File: src/rtl/round_ctrl_pkg.sv
// rtl/round_ctrl_pkg.sv - state encodings, widths and helpers for the countdown round controller
package round_ctrl_pkg;

  localparam int COUNT_W = 5;
  localparam int LED_W   = 16;

  localparam logic [2:0] IDLE       = 3'd0;
  localparam logic [2:0] ARM        = 3'd1;
  localparam logic [2:0] WAIT_START = 3'd2;
  localparam logic [2:0] RUNNING    = 3'd3;
  localparam logic [2:0] HIT        = 3'd4;
  localparam logic [2:0] EXPIRED    = 3'd5;

  // ceil(log2(n)), never narrower than one bit so tiny parameters still elaborate
  function automatic int cnt_w(input int n);
    if (n <= 2) return 1;
    return $clog2(n);
  endfunction

  function automatic logic [LED_W-1:0] therm(input logic [COUNT_W-1:0] c);
    logic [LED_W-1:0] t;
    t = '0;
    for (int i = 0; i < LED_W; i++) t[i] = (COUNT_W'(i) < c);
    return t;
  endfunction

endpackage

File: src/rtl/countdown_round_controller_rise_detect.sv
// rtl/countdown_round_controller_rise_detect.sv - registered rising-edge detector for a debounced level
module rise_detect (
  input  logic clk,
  input  logic reset,
  input  logic in,
  output logic rise
);

  logic in_q;

  always_ff @(posedge clk) begin
    if (reset) in_q <= 1'b0;
    else       in_q <= in;
  end

  assign rise = in & ~in_q;

endmodule

File: src/rtl/countdown_round_controller.sv
// rtl/countdown_round_controller.sv - round FSM, start timeout, result hold and saturating score
// Macro ROUND_LED_BAR_EN adds the led thermometer output.
module countdown_round_controller
  import round_ctrl_pkg::*;
#(
  parameter int START_TIMEOUT = 8,
  parameter int RESULT_HOLD   = 100_000_000,
  parameter int SCORE_W       = 4
) (
  input  logic               clk,
  input  logic               reset,
  input  logic               start_btn,
  input  logic               player_hit,
  input  logic [COUNT_W-1:0] count,
  output logic               trigger,
  output logic               round_active,
  output logic               hit,
  output logic               expired,
  output logic [SCORE_W-1:0] score,
  output logic [COUNT_W-1:0] hit_remaining
`ifdef ROUND_LED_BAR_EN
  ,
  output logic [LED_W-1:0]   led
`endif
);

  localparam int WAIT_W = cnt_w(START_TIMEOUT);
  localparam int HOLD_W = cnt_w(RESULT_HOLD);
  localparam logic [WAIT_W-1:0] WAIT_LAST = WAIT_W'(START_TIMEOUT - 1);
  localparam logic [HOLD_W-1:0] HOLD_LAST = HOLD_W'(RESULT_HOLD - 1);

  logic [2:0]        state, state_d;
  logic [WAIT_W-1:0] wait_cnt;
  logic [HOLD_W-1:0] hold_cnt;
  logic              start_rise, player_rise;
  logic              count_nz, score_hit, in_result;

  rise_detect u_start_rise (
    .clk   (clk),
    .reset (reset),
    .in    (start_btn),
    .rise  (start_rise)
  );

  rise_detect u_player_rise (
    .clk   (clk),
    .reset (reset),
    .in    (player_hit),
    .rise  (player_rise)
  );

  assign count_nz  = (count != '0);
  assign in_result = (state == HIT) || (state == EXPIRED);
  // expiry takes priority over a simultaneous player press
  assign score_hit = (state == RUNNING) && count_nz && player_rise;

  always_comb begin
    state_d = state;
    case (state)
      IDLE:       if (start_rise) state_d = ARM;
      ARM:        state_d = WAIT_START;
      WAIT_START: begin
        if (count_nz)                   state_d = RUNNING;
        else if (wait_cnt == WAIT_LAST) state_d = EXPIRED;
      end
      RUNNING: begin
        if (!count_nz)        state_d = EXPIRED;
        else if (player_rise) state_d = HIT;
      end
      HIT, EXPIRED: if (hold_cnt == HOLD_LAST) state_d = IDLE;
      default:      state_d = IDLE;
    endcase
  end

  always_ff @(posedge clk) begin
    if (reset) begin
      state         <= IDLE;
      wait_cnt      <= '0;
      hold_cnt      <= '0;
      score         <= '0;
      hit_remaining <= '0;
    end else begin
      state <= state_d;

      if (state != WAIT_START)      wait_cnt <= '0;
      else if (state_d == WAIT_START) wait_cnt <= wait_cnt + 1'b1;

      if (!in_result)           hold_cnt <= '0;
      else if (state_d == state) hold_cnt <= hold_cnt + 1'b1;

      if (score_hit) begin
        hit_remaining <= count;
        if (score != '1) score <= score + 1'b1;
      end
    end
  end

  assign trigger      = (state == ARM);
  assign round_active = (state == ARM) || (state == WAIT_START) || (state == RUNNING);
  assign hit          = (state == HIT);
  assign expired      = (state == EXPIRED);

`ifdef ROUND_LED_BAR_EN
  always_ff @(posedge clk) begin
    if (reset)                   led <= '0;
    else if (state_d == RUNNING) led <= therm(count);
    else                         led <= '0;
  end
`endif

endmodule
File: config.mk
export PLATFORM = sky130hd
export DESIGN_NAME = countdown_round_controller
export DESIGN_NICKNAME = d
export VERILOG_FILES = /design/src/rtl/round_ctrl_pkg.sv /design/src/rtl/countdown_round_controller_rise_detect.sv /design/src/rtl/countdown_round_controller.sv
export SDC_FILE = /design/constraint.sdc
export NUM_CORES = 1
export LEC_CHECK = 0
export ABC_AREA = 1
export CORE_ASPECT_RATIO = 1.1
export CORE_MARGIN = 3
export CORE_UTILIZATION = 62
export CTS_CLUSTER_DIAMETER = 60
export DETAILED_ROUTE_END_ITERATION = 10
export PLACE_DENSITY = 0.95
export SETUP_SLACK_MARGIN = 0.15
export SYNTH_ARGS = -nofsm -noshare
export SYNTH_HDL_FRONTEND = slang
export SYNTH_SLANG_ARGS = --single-unit
File: constraint.sdc
create_clock -name clk -period 3.5 [get_ports clk]
set_clock_uncertainty 0.15 [all_clocks]
set_input_delay 0.525 -clock clk [delete_from_list [all_inputs] [get_ports clk]]
set_output_delay 0.525 -clock clk [all_outputs]
set_load 0.02 [all_outputs]
==> run metrics, run 1 <==
outcome completed; number of standard-cell rows in the floorplan 24; top area cells in the synthesized netlist sky130_fd_sc_hd__dfxtp_1 33%, sky130_fd_sc_hd__nand2_1 14%, sky130_fd_sc_hd__nor2_1 8.9%; number of warnings reported in the yosys synthesis log 0; minimum clock period after layout 2620 ps; area taken by multi-input logic gates 1578 um^2; Max-Cap Viols 0; flops & latches, synth 44; Pwr per Cell Area 349.2 nW/um^2; TritonCTS clock tree built; Crit Reg-Reg Startpoint hold_cnt[0]; area share of the largest cell type after synthesis 32.71%; total iterations of the first detailed-routing run 5; Worst Setup End Kind register; worst-path cell chain ha_1 -> nand3_2 -> inv_2 -> nand2_2 -> clkinv_2 -> nand3_2 -> nand2_2 -> nand3_4 -> nand3_4 -> nand2_1 -> a21oi_1; number of unique standard cell types used by synthesis 28; Post-Syn Area 2693 um^2; first-iteration detailed-routing DRC count 276; worst setup path start hold_cnt[0]; vertical extent of the die 75.12 um; number of global-route vias before repair 2544; fin nets 442; routed wirelength normalized by instance count 13.51 um; data required time at the worst endpoint 3580 ps; Die X 68.84 um; per-instance average area after synthesis 6.535 um^2; leading register cell type out of synthesis sky130_fd_sc_hd__dfxtp_1; Max Clk Rate 0.3816 GHz; diodes inserted 0; DR vias 2760; initial antenna violation count 0; pin count of the biggest net entering global routing 29; area taken by flip-flops and latches 880.8 um^2; via/cell ratio 5.726; arrival time at the worst endpoint 2700 ps; startpoint kind of the worst setup timing path register; static power due to leakage 1.075 nW; cell family with the largest share of critical-path delay simple AND/OR/NAND/NOR gates; final setup vio count 0; Final period util 74.87%; hold_buf cts 0; async set-reset flop share out of synthesis 0%; DIE AREA 5171 um^2; Post-CTS Setup Repair Bufs 0; starting density of the core 65.93%; number of flops mapped to enable cells by yosys 0; CTS buffer count 5; clock latency of the later-clocked register in the worst-skew pair 310 ps; overall routing resource usage 27.24%; grt ovf 0; Fin Hold WS 326.2 ps; Fin Setup TNS 0 ps; worst slew margin relative to its limit 60.56%; VDD IR-drop max 0.3267 mV; half-perimeter wire length after detailed placement 4.619 mm; cell count after synthesis 412; number of fill cells in the layout 336; clock slew at reported path FFs 90 ps; hold violation count in the final report 0; setup repair after global routing missed its margin no; maximum number of buffers from clock root to sink 2; Hold Path Origin wait_cnt[0]; Sinks on Clock Net 44; routability congestion estimate from global placement 0.9643; Root Buffer Master sky130_fd_sc_hd__clkbuf_8; count of buffers inserted at the top-level ports 21; cell with the most instances after synthesis sky130_fd_sc_hd__nand2_1; Floorplan Core Area 4084 um^2; number of pins exceeding their max-slew limit in the final report 0; peak per-stage delay on the critical path 480 ps; ratio of cells with drive above 1 in the final layout 6.744%; number of design rule violations left after detail routing 0; wire length of the first global-routing pass 10.87 mm; final antenna-violating net count 0; Worst Setup Path Type register to register; Synth-to-Final Area Change 11.85%; Synth top cells by count 102 x sky130_fd_sc_hd__nand2_1, 64 x sky130_fd_sc_hd__nor2_1, 44 x sky130_fd_sc_hd__dfxtp_1, 38 x sky130_fd_sc_hd__inv_1; number of gates given a new drive strength after cts 0; Tightest Hold Check Type register to register; share of synthesized area occupied by flip-flops and latches 32.71%; number of nets in the synthesized netlist 425; crit path max-delay cell type sky130_fd_sc_hd__dfxtp_1; Ports 22; overall routed net length 6.510 mm; worst path bufs/invs 2; level count of the clock H-tree 2; biggest area consumer among synthesized cells sky130_fd_sc_hd__dfxtp_1; biggest fanout along the worst timing path 28; transition time of the tightest slew-check pin 586.6 ps
-- report_power, final --
| part | internal (mW) | switching [mW] |
|---|---|---|
| clock network | 0.141 | 0.185 |
| registers | 0.507 | 0.00806 |
| logic | 0.0606 | 0.150 |
| total | 0.709 | 0.343 |
-- state kept, by name (all words and copies together), names as in the netlist --
signal,flops
hold_cnt,27
hit_remaining,5
score,4
state,3
wait_cnt,3
u_player_rise.in_q,1
u_start_rise.in_q,1
-- cells in the final DEF (no fill, tap or decap) --
master	synthesis	final
sky130_fd_sc_hd__inv_2	4	4
sky130_fd_sc_hd__nor3_1	7	7
sky130_fd_sc_hd__nor3_2	1	1
sky130_fd_sc_hd__nand3_4	2	2
sky130_fd_sc_hd__nand3_1	16	16
sky130_fd_sc_hd__o21ai_1	1	1
sky130_fd_sc_hd__dfxtp_1	44	44
sky130_fd_sc_hd__clkinv_4	0	1
sky130_fd_sc_hd__clkbuf_8	0	5
sky130_fd_sc_hd__o211ai_4	1	1
sky130_fd_sc_hd__xor2_1	10	10
sky130_fd_sc_hd__o21ai_0	10	10
sky130_fd_sc_hd__a21oi_1	35	35
sky130_fd_sc_hd__ha_1	4	4
sky130_fd_sc_hd__buf_4	2	3
sky130_fd_sc_hd__nor2_1	64	64
sky130_fd_sc_hd__nand4_1	35	35
sky130_fd_sc_hd__clkinvlp_4	0	2
sky130_fd_sc_hd__nor2_2	1	1
sky130_fd_sc_hd__nand2_1	102	102
sky130_fd_sc_hd__inv_1	38	38
sky130_fd_sc_hd__xnor2_1	5	5
sky130_fd_sc_hd__a211oi_1	1	1
sky130_fd_sc_hd__nand3_2	5	5
sky130_fd_sc_hd__nand3b_1	7	7
sky130_fd_sc_hd__clkdlybuf4s50_1	0	21
sky130_fd_sc_hd__nand2_2	3	3
sky130_fd_sc_hd__clkinv_2	1	1
sky130_fd_sc_hd__o31ai_1	1	1
-- worst register-to-register path, cell delays in order, from the launching register on --
cell and delay [ps]:
sky130_fd_sc_hd__dfxtp_1 480, sky130_fd_sc_hd__ha_1 330, sky130_fd_sc_hd__nand3_2 160, sky130_fd_sc_hd__inv_2 120
sky130_fd_sc_hd__nand2_2 90, sky130_fd_sc_hd__clkinv_2 80, sky130_fd_sc_hd__nand3_2 100, sky130_fd_sc_hd__nand2_2 100
sky130_fd_sc_hd__nand3_4 270, sky130_fd_sc_hd__nand3_4 390, sky130_fd_sc_hd__nand2_1 120, sky130_fd_sc_hd__a21oi_1 150
-- kinds of logic (layout without fill, tap and decap cells) --
group                    count (synthesis)  after routing  share of synthesized area (%)
AND/OR/NAND/NOR                        243            243                          41.96
buffers and inverters                   57             75                          8.689
AO/OA/AOI/OAI                           49             49                          9.898
flip-flops                              44             44                          32.71
XOR/XNOR                                15             15                          4.879
adder cells (fa/ha/maj)                  4              4                          1.859
-- routing by layer --
metal  track usage (%)  vias up  wire length, um
met3             6.418       23              433
met5                 0        -                0
met4             12.34        0              184
li1                  -     1391                -
met2             46.45      114             3219
met1             32.11     1232             2673
-- area by class of cell --
cell class,instances,area share [%]
multi-input combinational,311,52.39
inverter,43,5.401
timing repair buffer,24,7.727
clock inverter,3,0.7894
tap,52,2.160
sequential,44,29.25
clock buffer,5,2.285
-- stage by stage --
step / instances / util (%) / power [mW] / area, um^2 / worst slack, ps
3_5_place_dp: 474 / 71.48 / 0.7311 / 2919 / 696.3
5_1_grt: 482 / 73.74 / 1.093 / 3012 / 616.7
2_1_floorplan: 412 / - / 0.6812 / 2693 / 1540
6_report: 482 / 73.74 / 1.052 / 3012 / 879.5
3_3_place_gp: 474 / 71.48 / 0.7256 / 2919 / 843.4
4_1_cts: 482 / 73.74 / 1.051 / 3012 / 883.1
-- path summary, 6_finish.rpt --
kind / endpoint / slack (ps) / cells past startpoint
max reg2reg: hold_cnt[22] / 880 / 11
min: wait_cnt[0] / 330 / 2
max: hold_cnt[22] / 880 / 11
min reg2reg: wait_cnt[0] / 330 / 2
No activity file was read; power rests on OpenSTA's default activity.
==> run 2: changes to the inputs <==
--- a/config.mk
+++ b/config.mk
@@ -8,10 +8,10 @@
 export ABC_AREA = 1
 export CORE_ASPECT_RATIO = 1.1
 export CORE_MARGIN = 3
-export CORE_UTILIZATION = 62
+export CORE_UTILIZATION = 52
 export CTS_CLUSTER_DIAMETER = 60
 export DETAILED_ROUTE_END_ITERATION = 10
-export PLACE_DENSITY = 0.95
+export PLACE_DENSITY = 0.87
 export SETUP_SLACK_MARGIN = 0.15
 export SYNTH_ARGS = -nofsm -noshare
 export SYNTH_HDL_FRONTEND = slang
==> constraint.sdc (replaced) <==
create_clock -name clk -period 2.25 [get_ports clk]
set_clock_uncertainty 0.15 [all_clocks]
set_input_delay 0.3375 -clock clk [delete_from_list [all_inputs] [get_ports clk]]
set_output_delay 0.3375 -clock clk [all_outputs]
set_load 0.02 [all_outputs]
==> run 2 against run 1 <==
  * Sequential power is 55% higher
  * Critical path depth is 2 lower
  * Clock-buffer cell count increased by 1
  * Sequential cell count is the same
  * Clock power up 87%
  * Total power grew 89%
  * Critical endpoint is now hold_cnt[25]
  * Global-route usage down 2.9 points
  * Critical path type unchanged
  * Combinational power rose to 2.7 times the previous value
  * First-iteration DRC count increased by 22%
  * Core utilization decreased by 3.7 points
  * Cell count is 4.6% higher
==> run metrics, run 2 (synthesized netlist as in run 1, its figures left out) <==
fin nets 460; placed standard-cell area 3017 um^2; pin count of the biggest net entering global routing 28; first-iteration detailed-routing DRC count 337; Floorplan Core Area 4815 um^2; placed cells 487; number of design rule violations left after detail routing 0; level count of the clock H-tree 2; Ports 22; arrival time at the worst endpoint 2100 ps; transition time of the tightest slew-check pin 663.9 ps; Fin Hold WS 333.6 ps; most frequent cells in the layout 99 x sky130_fd_sc_hd__nand2_1, 63 x sky130_fd_sc_hd__nor2_1, 38 x sky130_fd_sc_hd__inv_1, 35 x sky130_fd_sc_hd__nand4_1, 34 x sky130_fd_sc_hd__a21oi_1; number of global-route vias before repair 2703; routability congestion estimate from global placement 0.9407; diodes inserted 0; via/cell ratio 6.008; Max-Cap Viols 0; routed wirelength normalized by instance count 15.37 um; top flop regs hold_cnt (27), hit_remaining (5), score (4); most frequent standard cell in the layout excluding fill and tap cells sky130_fd_sc_hd__nand2_1; count of buffers inserted at the top-level ports 21; DR vias 3028; data required time at the worst endpoint 2330 ps; flip-flop count of the largest register, all copies and words added 27; largest register by flop count hold_cnt; half-perimeter wire length after detailed placement 4.721 mm; minimum clock period after layout 2021 ps; Worst Setup End Kind register; area taken by flip-flops and latches 898.4 um^2; starting density of the core 55.93%; TritonCTS clock tree built; biggest fanout along the worst timing path 7; overall routed net length 7.748 mm; total iterations of the first detailed-routing run 5; Tightest Hold Check Type register to register; overall routing resource usage 24.39%; Synth-to-Final Area Change 25.19%; DIE AREA 6078 um^2; number of pins exceeding their max-slew limit in the final report 0; area taken by multi-input logic gates 1674 um^2; wire length of the first global-routing pass 11.77 mm; number of fill cells in the layout 365; clock slew at reported path FFs 80 ps; Pwr per Cell Area 589.1 nW/um^2; Max Clk Rate 0.4949 GHz; ratio of cells with drive above 1 in the final layout 14.51%; outcome completed; VDD IR-drop max 0.3414 mV; Root Buffer Master sky130_fd_sc_hd__clkbuf_8; startpoint kind of the worst setup timing path register; Sinks on Clock Net 44; setup repair after global routing missed its margin no; hold violation count in the final report 0; Die X 74.61 um; worst slew margin relative to its limit 55.36%; Final Instance Area 3371 um^2; final setup vio count 0; final antenna-violating net count 0; clock latency of the later-clocked register in the worst-skew pair 300 ps; initial antenna violation count 0; maximum number of buffers from clock root to sink 2; Worst Setup Path Type register to register; Final Instance Count excl. Fillers 504; grt ovf 0; Final period util 89.81%; hold_buf cts 0; vertical extent of the die 81.47 um; CTS buffer count 5; number of standard-cell rows in the floorplan 26; static power due to leakage 1.282 nW
-- run 2: cell types whose count changed in the layout (fill, tap and decap cells not counted), moves of 3 or more --
cell | before | now
sky130_fd_sc_hd__buf_4 | 3 | 9
sky130_fd_sc_hd__nand2_1 | 102 | 99
sky130_fd_sc_hd__dfxtp_2 | 0 | 11
sky130_fd_sc_hd__buf_12 | 0 | 4
sky130_fd_sc_hd__clkdlybuf4s50_1 | 21 | 17
sky130_fd_sc_hd__clkbuf_16 | 0 | 3
sky130_fd_sc_hd__nand3_4 | 2 | 6
sky130_fd_sc_hd__dfxtp_1 | 44 | 32
-- run 2: where the power goes --
| part | total [mW] | internal (mW) | switching (mW) |
|---|---|---|---|
| clock network | 0.611 | 0.330 | 0.282 |
| registers | 0.800 | 0.788 | 0.0118 |
| logic | 0.574 | 0.232 | 0.342 |
-- run 2: worst paths after layout --
| path | startpoint | to | slack [ps] | cells past startpoint |
|---|---|---|---|---|
| worst max register to register | wait_cnt[0] | hold_cnt[25] | 230 | 9 |
| worst min register to register | wait_cnt[1] | wait_cnt[1] | 330 | 2 |
| worst max-delay path | wait_cnt[0] | hold_cnt[25] | 230 | 9 |
| worst min-delay path | wait_cnt[1] | wait_cnt[1] | 330 | 2 |
-- run 2: repair_timing --
| item | CTS | global route |
|---|---|---|
| resized for setup | 4 | 30 |
| pin swaps | 1 | 6 |
| endpoints found under the setup margin | 11 | 32 |
| buffers inserted | 0 | 2 |
| cloned | 1 | 6 |
-- run 2: metal layers --
metal | wire length [um] | share of wire, % | GRT usage, % | vias to the layer above
met1 | 3018 | 39 | 29.92 | 1385
met5 | 0 | 0 | 0 | -
met4 | 341 | 4.4 | 8.719 | 0
met2 | 3740 | 48 | 41.04 | 156
met3 | 647 | 8.4 | 6.242 | 47
li1 | - | - | - | 1440
-- run 2: layout make-up --
cell class                 instances  area share, %
clock buffer                       6          2.153
clock inverter                     2          1.039
inverter                          43          4.826
multi-input combinational        314          49.67
sequential                        44          26.65
tap                               56          2.079
timing repair buffer              39          13.59
-- run 2: worst max-delay path, stage by stage, from the launching register on --
cell and delay, ps:
sky130_fd_sc_hd__dfxtp_1 330, sky130_fd_sc_hd__ha_1 200, sky130_fd_sc_hd__ha_1 210, sky130_fd_sc_hd__nand2_2 100, sky130_fd_sc_hd__nand3_2 100, sky130_fd_sc_hd__o211ai_4 290
sky130_fd_sc_hd__buf_12 190, sky130_fd_sc_hd__clkbuf_16 160, sky130_fd_sc_hd__nand4_1 70, sky130_fd_sc_hd__a21oi_1 150
-- run 2: per-stage QoR --
step / TNS (ps) / util [%] / total power, mW / worst slack (ps)
finish: 0 / 70.01 / 1.986 / 229.3
global route: 0 / 70.01 / 2.046 / 122.1
CTS: 0 / 65.10 / 1.778 / 149.6
detailed placement: -1174 / 62.66 / 1.168 / -62.34
global placement: -51.97 / 62.66 / 1.162 / -24.92
floorplan: 0 / - / 1.060 / 290.4
